--- src/rtl/cpu_pkg.sv ---
// Shared types and constants for the pipelined CPU: datapath widths, the HALT
// encoding, fetch-stage states and the ripple-carry adder used for address math.
package cpu_pkg;

  localparam int INSTR_W = 32;
  localparam int ADDR_W  = 64;

  localparam logic [INSTR_W-1:0] HALT_OP_DEFAULT = 32'hD440_0000;

  typedef enum logic [1:0] {
    FETCH = 2'd0,
    STALL = 2'd1,
    HALT  = 2'd2
  } fetch_state_t;

  // Bit-serial carry chain; the carry out of the MSB is dropped, so sums wrap.
  function automatic logic [ADDR_W-1:0] ripple_add(input logic [ADDR_W-1:0] a,
                                                    input logic [ADDR_W-1:0] b);
    logic [ADDR_W-1:0] sum;
    logic              carry;
    carry = 1'b0;
    for (int i = 0; i < ADDR_W; i++) begin
      sum[i] = a[i] ^ b[i] ^ carry;
      carry  = (a[i] & b[i]) | (carry & (a[i] ^ b[i]));
    end
    return sum;
  endfunction

endpackage

--- src/rtl/fetch_pc_next.sv ---
// Next-PC select for the fetch stage: reset vector, word-aligned redirect
// target, hold, or sequential pc+4, in that priority.
module fetch_pc_next
  import cpu_pkg::*;
#(
  parameter logic [ADDR_W-1:0] RESET_PC = '0
) (
  input  logic              reset,
  input  logic              redirect_valid,
  input  logic [ADDR_W-1:0] redirect_target,
  input  logic              hold,
  input  logic [ADDR_W-1:0] pc,
  output logic [ADDR_W-1:0] pc_next
);

  logic [ADDR_W-1:0] pc_plus4;

  assign pc_plus4 = ripple_add(pc, ADDR_W'(4));

  // NOTE: pc_next is given a value on every path so no latch is inferred.
  always_comb begin
    pc_next = pc_plus4;
    if (reset) begin
      pc_next = RESET_PC;
    end else if (redirect_valid) begin
      // Low two bits are dropped silently; misaligned targets are not faulted.
      pc_next = redirect_target & ~ADDR_W'(3);
    end else if (hold) begin
      pc_next = pc;
    end
  end

endmodule

--- src/rtl/fetch_stage.sv ---
// Instruction-fetch stage: owns the PC, drives the instruction-memory address
// and fills the IF/ID register; honours stall, redirect and a HALT freeze.
module fetch_stage
  import cpu_pkg::*;
#(
  parameter logic [ADDR_W-1:0]  RESET_PC = 64'h0,
  parameter logic [INSTR_W-1:0] HALT_OP  = HALT_OP_DEFAULT
) (
  input  logic               clk,
  input  logic               reset,
  output logic [ADDR_W-1:0]  imem_addr,
  input  logic [INSTR_W-1:0] imem_instr,
  input  logic               stall,
  input  logic               redirect_valid,
  input  logic [ADDR_W-1:0]  redirect_target,
  output logic [INSTR_W-1:0] id_instr,
  output logic [ADDR_W-1:0]  id_pc,
  output logic               id_valid,
  output logic               halted
);

  fetch_state_t      state;
  logic [ADDR_W-1:0] pc;
  logic [ADDR_W-1:0] pc_next;
  logic              is_halt_op;
  logic              pc_hold;

  assign is_halt_op = (imem_instr == HALT_OP);
  // The PC freezes on a stall, while halted, and on the HALT word itself.
  assign pc_hold    = stall || (state == HALT) || is_halt_op;

  fetch_pc_next #(
    .RESET_PC (RESET_PC)
  ) u_pc_next (
    .reset           (reset),
    .redirect_valid  (redirect_valid),
    .redirect_target (redirect_target),
    .hold            (pc_hold),
    .pc              (pc),
    .pc_next         (pc_next)
  );

  assign imem_addr = pc;
  assign halted    = (state == HALT);

  // NOTE: sequential state uses non-blocking assignments so every register
  // samples pre-edge values, independent of statement order.
  always_ff @(posedge clk) begin
    pc <= pc_next;
    if (reset) begin
      id_instr <= '0;
      id_pc    <= '0;
      id_valid <= 1'b0;
      state    <= FETCH;
    end else if (redirect_valid) begin
      id_valid <= 1'b0;
      state    <= FETCH;
    end else if (stall) begin
      if (state != HALT) state <= STALL;
    end else if (state == HALT) begin
      id_valid <= 1'b0;
    end else begin
      id_instr <= imem_instr;
      id_pc    <= pc;
      id_valid <= 1'b1;
      state    <= is_halt_op ? HALT : FETCH;
    end
  end

endmodule

--- config.mk ---
export PLATFORM = sky130hd
export DESIGN_NAME = fetch_stage
export DESIGN_NICKNAME = d
export VERILOG_FILES = /design/src/rtl/cpu_pkg.sv /design/src/rtl/fetch_pc_next.sv /design/src/rtl/fetch_stage.sv
export SDC_FILE = /design/constraint.sdc
export NUM_CORES = 1
export LEC_CHECK = 0
export ABC_AREA = 1
export CAP_MARGIN = 25
export CORE_MARGIN = 2
export CORE_UTILIZATION = 40
export CTS_CLUSTER_SIZE = 30
export DETAILED_ROUTE_END_ITERATION = 8
export PLACE_DENSITY_LB_ADDON = 0.05
export SYNTH_ARGS = -nofsm -noshare
export SYNTH_HDL_FRONTEND = slang
export SYNTH_HIERARCHICAL = 1
export SYNTH_SLANG_ARGS = --single-unit
--- constraint.sdc ---
create_clock -name clk -period 10.9 [get_ports clk]
set_input_delay 2.18 -clock clk [delete_from_list [all_inputs] [get_ports clk]]
set_output_delay 2.18 -clock clk [all_outputs]
set_load 0.01 [all_outputs]
== Word level (Yosys, flattened, before mapping) ==
Cells that the tools add are included.
Storage, ports and cells
  bits in registers: 159
  latch bits: 0
  memory bits (writable): 0
  memory bits (read-only): 0
  output and inout bits: 162
  logic and storage cells: 148
  memories kept: 0
Operators by class
  add/sub/neg operators: 0
  multiply operators: 0
  div/mod/pow operators: 0
  magnitude comparators: 0
  equal/unequal tests: 6
  shift-type cells: 0
  multiplexer cells: 7
  bitwise logic cells: 125
  reductions and logical operators: 5
Operators by type and width (number)
  2-to-1 mux 64 bit: 2
  XOR 1 bit: 61
  AND 1 bit: 60
  equality test 32 bit (second input constant): 1
  2-to-1 mux 2 bit: 4
  inequality test 2 bit (second input constant): 3
  inverter 1 bit: 4
  AND reduction 3 bit: 1
  equality test 2 bit (second input constant): 1
  logical OR 1 bit: 2
  inequality test 2 x 1 -> 1 bit (second input constant): 1
  AND reduction 2 bit: 1
  OR reduction 2 bit: 1
  2-to-1 mux 1 bit: 1

== Longest topological paths before layout ==
Gate-level depths: netlist (run 1).
  depth in word-level cells: 63
  depth in mapped cells: 65

== Cells and area by module ==
The synthesis (run 1) kept the hierarchy.
Modules (own cells, without submodules)
  fetch_stage: times used 1, cells each 557, area each 5094.9 um^2, sequential area each 3263.1 um^2
  fetch_pc_next: times used 1, cells each 354, area each 2512.4 um^2, sequential area each 0.0 um^2

== Worst setup path before layout (run 1) ==
OpenSTA, ideal clock, no wires.
  path kind: flip-flop to flip-flop
  from: reg pc[2], in the netlist imem_addr[2]
  to: reg pc[62], in the netlist imem_addr[62]
  setup time: 0.119 ns
  data arrival time: 10.975 ns
  required time: 10.781 ns
  path slack: -0.194 ns
  stages on the path, launching flop included: 63
  period minus slack after synthesis: 11.094 ns
  cell sequence: dfxtp_1 -> ha_1 -> ha_1 -> ha_1 -> ha_1 -> ha_1 -> ha_1 -> ha_1 -> ha_1 -> ha_1 -> ha_1 -> ha_1 -> ha_1 -> ha_1 -> ha_1 -> ha_1 -> ha_1 -> ha_1 -> [27 not listed] -> ha_1 -> ha_1 -> ha_1 -> ha_1 -> ha_1 -> ha_1 -> ha_1 -> ha_1 -> ha_1 -> ha_1 -> ha_1 -> ha_1 -> ha_1 -> ha_1 -> ha_1 -> ha_1 -> a21oi_1 -> a21oi_2
On the way
  cells in the longest elaborated chain, start to end: 62
RTL lines
  start: declaration: RTL line fetch_stage.sv:23  | logic [ADDR_W-1:0] pc;
  start signal: assignment: RTL line fetch_stage.sv:49  | pc <= pc_next;
  AND 1 bit (59 in a row): RTL line cpu_pkg.sv:24  | carry = (a[i] & b[i]) | (carry & (a[i] ^ b[i]));
  XOR 1 bit: RTL line cpu_pkg.sv:23  | sum[i] = a[i] ^ b[i] ^ carry;
  2-to-1 mux 64 bit: RTL line fetch_pc_next.sv:28  | end else if (hold) begin
  2-to-1 mux 64 bit: RTL line fetch_pc_next.sv:25  | end else if (redirect_valid) begin
No other way between the ends. The select of a mux whose other input is x is not followed.
A chain may end at the register's enable or synchronous reset.

== Worst setup path in the final report (run 1) ==
Same ends and word-level chain as after synthesis.

==> impl_metrics.sql, run 1 <==
INSERT INTO impl_metrics (metric_group, metric, value, unit) VALUES
('sta', 'worst_pin_slew', '0.946', 'ns'),
('synth', 'seq_area_frac_synth', '42.9', '%'),
('global_route', 'antenna_found_initial', '0', ''),
('outcome', 'run_status', 'completed', ''),
('die', 'rows', '50', ''),
('layout', 'antenna_cells', '0', ''),
('global_route', 'wire_length_of_the_first_global_routing_pass', '34900', 'um'),
('clocking', 'clk_root_buffer_cell', 'clkbuf_16', ''),
('layout', 'final_core_utilization', '58.9', '%'),
('detailed_routing', 'vias_per_cell', '5.10', ''),
('run', 'maxCapViolations', '0', ''),
('global_route', 'vias_in_the_first_global_route', '6717', ''),
('sta', 'holdWs', '0.457', 'ns'),
('sta', 'post-route-min-period', '10.56', 'ns'),
('synth', 'synth-seq-cells', '163', ''),
('detailed_routing', 'dr_total_vias', '7015', ''),
('synth', 'yosysMostFrequentCell', 'a21oi_1', ''),
('detailed_routing', 'drt_iter0_drc', '276', ''),
('layout', 'finalInstanceArea', '11000', 'um^2'),
('sta', 'hold_viol', '0', ''),
('power', 'power_density', '137', 'nW/um^2'),
('clocking', 'tritoncts', 'built', ''),
('detailed_routing', 'routed_antenna_nets', '0', ''),
('synth', 'synth.avg_cell_area', '8.35', 'um^2'),
('synth', 'netlist.top_cell.by_area', 'dfxtp_1', ''),
('clocking', 'cts.sinks', '163', ''),
('detailed_routing', 'drtPass1Iterations', '5', ''),
('placed_design', 'portBuffers', '259', ''),
('placed_design', 'detailed_place.area', '10200', 'um^2'),
('synth', 'synth_commonest_cells', '182 x a21oi_1, 181 x nand2_1, 163 x dfxtp_1, 98 x nand3_1, 60 x ha_1', ''),
('die', 'coreArea', '18700', 'um^2'),
('sta', 'peak_freq', '94.7', 'MHz'),
('sta', 'slew_violations', '0', ''),
('die', 'die_y', '142', 'um'),
('layout', 'post_route_cells_drive_above_1_share', '16.1', '%'),
('layout', 'nNetsFinal', '1288', ''),
('worst_setup_path', 'startpoint_type', 'flop', ''),
('synth', 'synth.yosys.warnings', '6', ''),
('layout', 'layout-area-overhead-vs-synth', '44.9', '%'),
('clocking', 'path_clk_slew', '0.06', 'ns'),
('clocking', 'clock_tree.buffer_depth', '2', ''),
('synth', 'syn_area', '7610', 'um^2'),
('clocking', 'cts_made_buffers', '17', ''),
('placed_design', 'detailed_place_hpwl', '14200', 'um'),
('layout', 'fillers', '1769', ''),
('synth', 'post_synth_main_area_contributors', 'dfxtp_1 43%, a21oi_1 12%, ha_1 9.9%', ''),
('synth', 'number_of_enable_type_register_cells_in_the_synthesized_netlist', '0', ''),
('synth', 'synth_top_area_share', '42.9', '%'),
('global_route', 'grt_resource_usage_total', '21.7', '%'),
('worst_setup_path', 'crit_type', 'reg2reg', ''),
('die', 'fp.dieArea', '20100', 'um^2'),
('sta', 'fin_skew', '0.0108', 'ns'),
('sta', 'setup-tns-final', '0', 'ns'),
('worst_setup_path', 'crit_path_frequent_cell', 'ha_2', ''),
('worst_setup_path', 'worst_path_max_delay_cell', 'dfxtp_4', ''),
('die', 'fp.dieW', '142', 'um'),
('worst_setup_path', 'crit_required', '11.21', 'ns'),
('synth', 'synth_flop_cell', 'dfxtp_1', ''),
('clocking', 'worst_skew_pair.late_latency', '0.43', 'ns'),
('sta', 'relSlewSlack', '36.9', '%'),
('power', 'power.ir.vdd_worst', '115', 'uV'),
('synth', 'ys_async_sr_fraction', '0', '%'),
('synth', 'synth_cell_type_count', '28', ''),
('sta', 'post_route_clock_period_utilization', '96.9', '%'),
('placed_design', 'dpl_worst_slack', '-0.536', 'ns'),
('placed_design', 'gp_congestion', '0.776', ''),
('synth', 'synthesis.instances', '911', ''),
('die', 'floorplan.initialDensity', '40.7', '%'),
('clocking', 'count_of_h_tree_levels_built_during_cts', '4', ''),
('worst_hold_path', 'min_path_type', 'reg2reg', ''),
('power', 'cell_leakage_power', '4.03', 'nW');
## registers in the layout, summed over array words and instances (netlist names)
signal	cells
imem_addr	64
id_pc	64
state	2
id_valid	1
id_instr	32
## critical path: cells and delay by family (launching register included)
kind,cells,cell delay (ns)
adder cells (fa/ha/maj),60,9.89
AO/OA/AOI/OAI,2,0.18
flip-flops,1,0.34
## layout by cell type (no fill, tap or decap), drive strengths merged
master,netlist,final
clkinv,0,5
clkbuf,15,20
nand2,182,182
a21oi,218,218
inv,30,33
nand3,99,99
nor3,1,1
bufinv,0,2
o21ai,60,60
clkdlybuf4s50,0,257
o21a,1,1
ha,60,60
and2,2,2
buf,59,15
clkinvlp,0,2
nor2,20,20
xor2,1,1
dfxtp,163,163
## worst paths after layout
check,from,to,slack [ns],cells past startpoint
setup / recovery,imem_addr[2],imem_addr[62],0.34,62
hold / removal,imem_addr[1],imem_addr[1],0.46,2
setup reg to reg,imem_addr[2],imem_addr[62],0.34,62
hold reg to reg,imem_addr[1],imem_addr[1],0.46,2
## where the power goes
group	total, W	leakage, nW	switching, W	internal, W
registers	0.000654	1.34	0.0000286	0.000626
logic	0.000235	2.40	0.000116	0.000119
clock network	0.000624	0.297	0.000262	0.000361
## area by class of cell
type                       count  area, um^2  area share, %
clock buffer                  20         467           4.23
multi-input combinational    644        4020           36.4
inverter                      30         119           1.08
clock inverter                12         146           1.33
tap                          234         293           2.66
sequential                   163        3270           29.6
timing repair buffer         272        2720           24.6
## through the flow
| step | std cells | total power (W) |
|---|---|---|
| 3_3_place_gp | 1341 | 0.000898 |
| 4_1_cts | 1374 | 0.00153 |
| 5_1_grt | 1375 | 0.00158 |
| 2_1_floorplan | 911 | 0.000781 |
| 6_report | 1375 | 0.00151 |
| 3_5_place_dp | 1342 | 0.000900 |
## routing by layer
metal	part of all wire, %	GRT usage (%)	vias up
met4	1.8	7.74	0
met5	0	0	-
met2	46	35.3	198
met3	6.2	5.47	24
met1	46	28.0	3247
li1	-	-	3546
## repair_timing
item,4_1_cts,5_1_grt
gates resized for setup,34,21
pin swaps,1,3
endpoints found under the setup margin,5,4
## logic make-up (layout without fill, tap and decap cells)
group           count (synthesis)  in the layout  synth area share (%)
compound gates                279            279                  21.9
xor+xnor                        1              1                 0.115
flops                         163            163                  42.9
simple gates                  304            304                  17.2
fa+ha+maj                      60             60                  9.87
buf+inv                       104            334                  7.99
Power figures use the tool's default switching activity.
==> run 2, diff against run 1 <==
Settings changed: PLACE_DENSITY set to 0.72, PLACE_DENSITY_LB_ADDON 0.05 to unset.
Clock period 10.9 ns to 11.6 ns, I/O delays scaled along.
==> run 2 against run 1 <==
Cell count decreased by 0.15%. Clock power decreased by 1%. Highest routed layer unchanged. Clock skew about the same. Routed wire length increased by 1.0%. First-iteration DRC count increased by 13%. Final area decreased by 1.6%. Non-clock buffer count decreased by 2. Critical endpoint unchanged. Combinational power decreased by 6%. Critical path type unchanged. Count of clock-buffer cells in the layout decreased by 1. Worst hold slack improved by 0.0015 ns. Worst setup slack improved by 0.064 ns. Largest power group is now clock.
==> impl_metrics.sql, run 2 (synthesized netlist as in run 1, its figures left out) <==
INSERT INTO impl_metrics (metric_group, metric, value, unit) VALUES
('sta', 'worst_pin_slew', '0.973', 'ns'),
('worst_setup_path', 'r2r_slack', '0.40', 'ns'),
('layout', 'post_route_cells_drive_above_1_share', '13.7', '%'),
('clocking', 'clk_root_buffer_cell', 'clkbuf_16', ''),
('worst_hold_path', 'worst_hold_path.num_cells', '2', ''),
('placed_design', 'gp_congestion', '0.773', ''),
('placed_design', 'detailed_place_hpwl', '14400', 'um'),
('detailed_routing', 'drtPass1Iterations', '4', ''),
('global_route', 'grt_start_max_net_pins', '97', ''),
('clocking', 'worst_skew_pair.late_latency', '0.42', 'ns'),
('layout', 'finalInstanceArea', '10800', 'um^2'),
('die', 'fp.dieArea', '20100', 'um^2'),
('global_route', 'vias_in_the_first_global_route', '6847', ''),
('layout', 'mostFrequentLayoutCell', 'clkdlybuf4s50_1', ''),
('worst_setup_path', 'critical_path.reg2reg.startpoint', 'imem_addr[2]', ''),
('layout', 'layout_common_cells', '257 x clkdlybuf4s50_1, 181 x a21oi_1, 180 x nand2_1', ''),
('worst_setup_path', 'crit_type', 'reg2reg', ''),
('sta', 'post-route-min-period', '11.20', 'ns'),
('clocking', 'clock_tree.buffer_depth', '2', ''),
('global_route', 'antenna_found_initial', '1', ''),
('die', 'die_y', '142', 'um'),
('clocking', 'tritoncts', 'built', ''),
('power', 'power.share.switching', '25.5', '%'),
('placed_design', 'portBuffers', '259', ''),
('sta', 'fin_skew', '0.0106', 'ns'),
('die', 'fp.dieW', '142', 'um'),
('detailed_routing', 'dr_total_vias', '7047', ''),
('power', 'seqPwrFrac', '42.2', '%'),
('layout', 'layout-area-overhead-vs-synth', '42.6', '%'),
('outcome', 'run_status', 'completed', ''),
('detailed_routing', 'postRouteWirelength', '22600', 'um'),
('worst_hold_path', 'timing.hold.worst_endpoint', 'id_instr[13]', ''),
('sta', 'hold_viol', '0', ''),
('power', 'totalPowerFinal', '0.00145', 'W'),
('run', 'maxCapViolations', '0', ''),
('worst_hold_path', 'min_path_type', 'reg2reg', ''),
('layout', 'nNetsFinal', '1286', ''),
('sta', 'peak_freq', '89.3', 'MHz'),
('worst_setup_path', 'critPathMaxFanout', '2', ''),
('layout', 'multi_input_area', '3820', 'um^2'),
('layout', 'final_core_utilization', '58.0', '%'),
('detailed_routing', 'detail_route.wl_per_cell', '16.4', 'um'),
('global_route', 'wire_length_of_the_first_global_routing_pass', '35700', 'um'),
('worst_hold_path', 'worst_hold_startpoint', 'id_instr[13]', ''),
('clocking', 'cts_made_buffers', '17', ''),
('sta', 'holdWs', '0.458', 'ns'),
('worst_setup_path', 'timing.reg2reg.worst_path_depth', '62', ''),
('sta', 'setup-tns-final', '0', 'ns'),
('power', 'combPwrFrac', '15.3', '%'),
('detailed_routing', 'routed_antenna_nets', '0', ''),
('global_route', 'grt_resource_usage_total', '22.2', '%'),
('worst_setup_path', 'cp_slowest_stage_delay', '0.32', 'ns'),
('sta', 'relSlewSlack', '35.1', '%'),
('worst_setup_path', 'critPathArrivalTime', '11.56', 'ns'),
('die', 'floorplan.initialDensity', '40.7', '%'),
('clocking', 'path_clk_slew', '0.06', 'ns'),
('sta', 'post_route_clock_period_utilization', '96.5', '%'),
('power', 'power_report.internal_total', '0.00108', 'W'),
('die', 'rows', '50', ''),
('power', 'power_density', '134', 'nW/um^2'),
('power', 'power.ir.vdd_worst', '107', 'uV'),
('sta', 'slew_violations', '0', ''),
('worst_setup_path', 'crit_required', '11.96', 'ns'),
('layout', 'fillers', '1719', ''),
('die', 'io_pins', '262', ''),
('worst_setup_path', 'setup.worst_path.end_class', 'flop', ''),
('detailed_routing', 'vias_per_cell', '5.13', ''),
('layout', 'register_area', '3260', 'um^2'),
('global_route', 'grt_overflow_total', '0', ''),
('worst_setup_path', 'worst_path_max_delay_cell', 'dfxtp_2', ''),
('sta', 'finalSetupViolCount', '0', ''),
('die', 'coreArea', '18700', 'um^2'),
('worst_setup_path', 'startpoint_type', 'flop', ''),
('detailed_routing', 'post-route-drc-count', '0', ''),
('power', 'switchingPower', '0.000371', 'W'),
('power', 'pwr-share-clk', '42.5', '%'),
('detailed_routing', 'drt_iter0_drc', '312', ''),
('clocking', 'count_of_h_tree_levels_built_during_cts', '4', ''),
('clocking', 'cts.sinks', '163', ''),
('worst_setup_path', 'r2r_end', 'imem_addr[62]', ''),
('power', 'cell_leakage_power', '4.08', 'nW'),
('placed_design', 'detailed_place.area', '10100', 'um^2');
## run 2: cell count changes in the layout (fill, tap and decap cells not counted), sizes merged
cell	previous run	this run
bufinv	2	5
clkbuf	20	19
buf	15	13
inv	33	30
diode	0	1
## run 2: routing by layer
metal | vias to the layer above | routed length, um | global-route usage [%]
li1 | 3546 | - | -
met1 | 3255 | 9780 | 26.8
met2 | 222 | 10800 | 38.6
met3 | 24 | 1680 | 6.55
met4 | 0 | 314 | 6.21
met5 | - | 0 | 0
## run 2: layout make-up
class | instances | share of cell area [%]
Multi-Input combinational cell | 644 | 35.2
Sequential cell | 163 | 30.1
Timing Repair Buffer | 270 | 25.0
Clock buffer | 19 | 3.99
Tap cell | 234 | 2.70
Clock inverter | 12 | 1.89
Inverter | 30 | 1.10
Antenna cell | 1 | 0.0231
## run 2: worst max path at each step
stage	start	cells past startpoint	to	slack, ns
after CTS	imem_addr[2]	62	imem_addr[62]	0.01
after floorplan	imem_addr[2]	62	imem_addr[62]	0.51
after global placement	imem_addr[2]	62	imem_addr[62]	0.003
after detailed placement	imem_addr[2]	62	imem_addr[62]	-0.11
after global routing	imem_addr[2]	62	imem_addr[62]	-0.03
final	imem_addr[2]	62	imem_addr[62]	0.40
## run 2: metrics by stage
| stage | worst slack [ns] | cells |
|---|---|---|
| floorplan | 0.506 | 911 |
| finish | 0.403 | 1373 |
| CTS | 0.0108 | 1371 |
| global route | -0.0267 | 1373 |
| detailed placement | -0.108 | 1340 |
| global placement | 0.00336 | 1339 |
## run 2: power groups by stage
stage / clock, W / combinational (W) / sequential [W]
2_1_floorplan: 0 / 0.0000995 / 0.000633
3_3_place_gp: 0 / 0.000218 / 0.000623
3_5_place_dp: 0 / 0.000221 / 0.000625
4_1_cts: 0.000630 / 0.000223 / 0.000612
5_1_grt: 0.000650 / 0.000242 / 0.000617
6_report: 0.000618 / 0.000222 / 0.000613
## run 2: what timing repair did
item	in CTS	in global routing
hold buffers	0	0
gates resized for setup	10	23
hold endpoints to repair	0	0
pin swaps	1	3
setup buffers	0	0
endpoints found under the setup margin	3	4
## run 2: worst max-delay path, delay by kind of cell, from the launching register on
| family | cells | cell delay (ns) |
|---|---|---|
| AO/OA/AOI/OAI | 2 | 0.21 |
| flip-flops | 1 | 0.32 |
| adder cells (fa/ha/maj) | 60 | 10.63 |
==> RTL edit 1 (config.mk and constraints of run 2) <==
Set the package constant `ADDR_W` to 72 (it was 64).
--- a/src/rtl/cpu_pkg.sv
+++ b/src/rtl/cpu_pkg.sv
@@ -3,7 +3,7 @@
 package cpu_pkg;
 
   localparam int INSTR_W = 32;
-  localparam int ADDR_W  = 64;
+  localparam int ADDR_W  = 72;
 
   localparam logic [INSTR_W-1:0] HALT_OP_DEFAULT = 32'hD440_0000;
 
Ports: changed (resized id_pc, imem_addr and redirect_target); port bits go from 262 to 286. No check against the original RTL was run, so the function may have changed too.
==> RTL edit 1 against run 2 <==
- routed wire length is 12% higher
- worst setup slack got worse by 0.16 ns
- cell area is 16% higher
- sequential cell count rose by 16
- global-route usage is essentially flat
- area after synthesis up 12%
- power up 3.0%
- cell count is 11% higher
==> RTL edit 1: results (changes against run 2) <==
| Metric | Value |
|---|---|
| GPL Wtd Cong | `0.762 (-1.4%)` |
| Multi-input gates | `708 (+9.9%)` |
| Number of gates resized after CTS | `28 (+18)` |
| First-pass GRT wire length | `40000 um (+12%)` |
| Final WL | `25300 um (+12%)` |
| Xor/xnor share of the synthesized area | `0.103% (-0.013 points)` |
| Filler cells | `1802 (+4.8%)` |
| Final nets | `1408 (+9.5%)` |
| Share of flip-flops with an asynchronous set or reset | `0% (unchanged)` |
| Layout Skew | `0.0166 ns (+0.00602 ns)` |
| Placed inst area | `11700 um^2 (+16%)` |
| WL/cell | `16.6 um (+1.1%)` |
| Final clock-cell share | `4.55% (-1.3 points)` |
| Total GRT Usage | `22.2% (about the same)` |
| Top post-synthesis cells by count | `nand2_1 (197), a21oi_1 (186), dfxtp_1 (179)` |
| Post-DP HPWL | `16500 um (+14%)` |
| I/O Buffers | `283 (+9.3%)` |
| Drt via density | `5.16 (+0.54%)` |
| P_leak | `4.37 nW (+7.0%)` |
| Avg Cell Area, Syn | `8.54 um^2 (+2.3%)` |
| Met1 wire length | `11100 um (+13%)` |
| Detailed Route Iter0 Violations | `321 (+2.9%)` |
| Switching power | `0.000439 W (+18%)` |
| Routed wire length on met3 | `1690 um (+0.89%)` |
| Setup WS pre-CTS | `-0.436 ns (-0.328 ns)` |
| Number of global-route vias before repair | `7658 (+12%)` |
| ANT cells | `0 (-1)` |
| Met2 WL | `12100 um (+12%)` |
| Signal buf overhead | `23.4% (-1.6 points)` |
| Status | `completed` |
| Slowest CP cell | `dfxtp_4` |
| WP data arrival | `11.68 ns (+0.12 ns)` |
| Initial antenna violation count | `0 (-1)` |
| Layout cell share with drive strength beyond 1 | `19.1% (+5.4 points)` |
| Peak supply drop | `0.0000951 V (-11%)` |
| Met1 usage | `28.3% (+1.5 points)` |
| Worst stage delay on the critical path | `0.35 ns (+0.03 ns)` |
| Clk Latency, worst-skew pair | `0.44 ns (+0.02 ns)` |
| Worst slew pin tran | `0.869 ns (-0.104 ns)` |
| Buffers, non-clock | `296 (+9.6%)` |
| Placed insts | `1488 (+11%)` |
| Area occupied by multi-input gates | `5000 um^2 (+31%)` |
| Postcts setup bufs | `0 (unchanged)` |
| Clock sink count | `179 (+9.8%)` |
| Syn Nets | `1176 (+9.8%)` |
| Final Slew Violations | `0 (unchanged)` |
| GR Util met2 | `36.6% (-1.9 points)` |
| Post-synth cell types | `26 (-7.1%)` |
| Seq area share | `28.5% (-1.5 points)` |
| Largest cells by area after synthesis | `dfxtp_1 (42%), a21oi_1 (11%), ha_1 (10%), nand2_1 (8.7%), nand3_1 (6.2%)` |
## RTL edit 1: changes by cell type after synthesis, moves of 11 or more
cell and delta:
a21oi_2 +20, nand2_1 +16, buf_4 +11, o21ai_2 +20, buf_2 -12, dfxtp_1 +16
## RTL edit 1: path summary, 6_finish.rpt
| path | slack [ns] | end | cells past startpoint |
|---|---|---|---|
| worst min register to register | 0.46 | id_pc[60] | 2 |
| worst max-delay path | 0.24 | imem_addr[70] | 70 |
| worst max register to register | 0.24 | imem_addr[70] | 70 |
| worst min-delay path | 0.46 | id_pc[60] | 2 |
## RTL edit 1: power groups by stage
stage	Sequential [W]	Clock, W	Combinational, W
6_report	0.000680	0.000563	0.000252
3_5_place_dp	0.000691	0	0.000252
3_3_place_gp	0.000690	0	0.000247
2_1_floorplan	0.000701	0	0.000119
5_1_grt	0.000685	0.000603	0.000277
4_1_cts	0.000679	0.000575	0.000254
==> RTL edit 2 (flow settings as in run 2) <==
Without the edit above. The 3 states of `fetch_state_t` get a one-hot encoding in 3 bits.
--- a/src/rtl/cpu_pkg.sv
+++ b/src/rtl/cpu_pkg.sv
@@ -7,10 +7,10 @@
 
   localparam logic [INSTR_W-1:0] HALT_OP_DEFAULT = 32'hD440_0000;
 
-  typedef enum logic [1:0] {
-    FETCH = 2'd0,
-    STALL = 2'd1,
-    HALT  = 2'd2
+  typedef enum logic [2:0] {
+    FETCH = 3'b001,
+    STALL = 3'b010,
+    HALT  = 3'b100
   } fetch_state_t;
 
   // Bit-serial carry chain; the carry out of the MSB is dropped, so sums wrap.
Behaviour: no difference found for any inputs over 4 cycles, from zero or initial values and one cycle with reset high; so few cycles prove little.
==> RTL edit 2 against run 2 <==
- fmax grew 0.40%
- synthesized cell count grew 0.66%
- sequential cell count grew 1
- area after synthesis grew 1.3%
- routed wire length grew 0.27%
- non-clock buffer count grew 2
- worst setup slack gained 0.045 ns
- cell area grew 0.70%
- power shrank 5.1%
- critical path type unchanged
- critical endpoint is now imem_addr[63]
==> RTL edit 2: results (changes against run 2) <==
| Metric | Value |
|---|---|
| CTS H-Tree Depth | `4 (unchanged)` |
| Postcts setup bufs | `0 (unchanged)` |
| Clock transition at the registers of the reported paths | `0.06 ns (about the same)` |
| Largest cells by area after synthesis | `dfxtp_1 (43%), a21oi_1 (11%), ha_1 (9.7%), nand2_1 (8.6%), nand3_1 (6.3%)` |
| Initial antenna violation count | `0 (-1)` |
| Status | `completed` |
| Peak supply drop | `0.0000952 V (-11%)` |
| Post-DP HPWL | `14400 um (-0.37%)` |
| Number of global-route vias before repair | `6776 (-1.0%)` |
| Met1 usage | `28.1% (+1.3 points)` |
| Syn Nets | `1077 (+0.56%)` |
| Vias | `7038 (-0.13%)` |
| Layout Skew | `0.0116 ns (+0.00107 ns)` |
| Final WL | `22600 um (+0.27%)` |
| Post-synthesis sequential area ratio | `42.6% (-0.28 points)` |
| Total GRT Usage | `21.8% (-0.43 points)` |
| Switching power | `0.000388 W (+4.7%)` |
| Detailed Route Iter0 Violations | `382 (+22%)` |
| Fin cells | `1407 (+2.5%)` |
| Critical-path maximum fanout | `2 (unchanged)` |
| Top post-synthesis cells by count | `nand2_1 (176), a21oi_1 (172), dfxtp_1 (164)` |
| Layout cell share with drive strength beyond 1 | `15.8% (+2.1 points)` |
| Worst stage delay on the critical path | `0.32 ns (about the same)` |
| Hold Crit Class | `reg2reg` |
| Routed Antenna Nets | `0 (unchanged)` |
| Setup WS pre-CTS | `-0.108 ns (-0.000409 ns)` |
| I/O Buffers | `259 (unchanged)` |
| CTS Buffer Depth | `2 (unchanged)` |
| GPL Wtd Cong | `0.757 (-2.1%)` |
| Placed inst area | `10300 um^2 (+1.6%)` |
| Slew headroom | `37.3% (+2.2 points)` |
| ANT cells | `0 (-1)` |
| Root buf cell | `clkbuf_16` |
| Largest net degree at the start of global routing | `99 (+2.1%)` |
| Post-synth cell types | `28 (unchanged)` |
| Met3 usage | `6.30% (-0.24 points)` |
| GR Util met2 | `35.8% (-2.8 points)` |
| WP data arrival | `11.47 ns (-0.09 ns)` |
| P_leak | `4.12 nW (+0.85%)` |
| First-pass GRT wire length | `35500 um (-0.50%)` |
| Post-synthesis instance total | `917 (+0.66%)` |
| Synth Flop Type | `dfxtp_1` |
| Share of flip-flops with an asynchronous set or reset | `0% (unchanged)` |
| Final nets | `1294 (+0.62%)` |
| Clk Latency, worst-skew pair | `0.42 ns (about the same)` |
| Drt first pass iters | `5 (+1)` |
| Num CTS Buffers | `17 (unchanged)` |
[RTL edit 2: path summary, 6_finish.rpt]
path	startpoint	to	slack, ns	cells past startpoint
worst max-delay path	imem_addr[2]	imem_addr[63]	0.45	64
worst min-delay path	id_pc[39]	id_pc[39]	0.46	2
worst max register to register	imem_addr[2]	imem_addr[63]	0.45	64
worst min register to register	id_pc[39]	id_pc[39]	0.46	2
[RTL edit 2: final cells by class]
cell class	count	area, um^2
Inverter	32	126
Timing Repair Buffer	272	2740
Multi-Input combinational cell	647	3890
Clock buffer	18	439
Fill cell	1685	7910
Clock inverter	14	119
Sequential cell	164	3280
Tap cell	260	325
[RTL edit 2: logic make-up (layout without fill, tap and decap cells)]
| logic type | after synthesis | after routing | synth area share [%] |
|---|---|---|---|
| AO/OA/AOI/OAI | 279 | 279 | 22.2 |
| XOR/XNOR | 1 | 1 | 0.114 |
| adder cells (fa/ha/maj) | 60 | 60 | 9.75 |
| buffers and inverters | 106 | 336 | 8.02 |
| flip-flops | 164 | 164 | 42.6 |
| AND/OR/NAND/NOR | 307 | 307 | 17.3 |
[RTL edit 2: through the flow]
stage                     total power (W)  hold WS, ns
after floorplan                  0.000738        0.467
after global placement           0.000846        0.441
after detailed placement         0.000852        0.449
after CTS                         0.00139        0.460
after global routing              0.00144        0.474
final                             0.00138        0.458
[RTL edit 2: routing by layer]
layer / share of wire, % / wire length (um) / vias to the layer above
met1: 45 / 10300 / 3257
li1: - / - / 3559
met4: 1.2 / 268 / 0
met5: 0 / 0 / -
met3: 7.2 / 1620 / 19
met2: 46 / 10500 / 203
[RTL edit 2: what timing repair did]
item	4_1_cts	5_1_grt
pin swaps	2	1
endpoints found under the setup margin	2	5
cloned	0	0
endpoints found under the hold margin	0	0
resized for setup	7	25
[RTL edit 2: power by group through the flow]
stage	combinational, W	sequential, W	clock, W
finish	0.000225	0.000615	0.000538
global route	0.000245	0.000619	0.000575
CTS	0.000226	0.000615	0.000552
detailed placement	0.000224	0.000628	0
global placement	0.000220	0.000627	0
floorplan	0.000102	0.000637	0
[RTL edit 2: critical path: cells and delay by family, from the launching register on]
| kind | cells | cell delay, ns |
|---|---|---|
| adder cells (fa/ha/maj) | 60 | 10.44 |
| buffers and inverters | 1 | 0.03 |
| flip-flops | 1 | 0.32 |
| AND/OR/NAND/NOR | 3 | 0.25 |
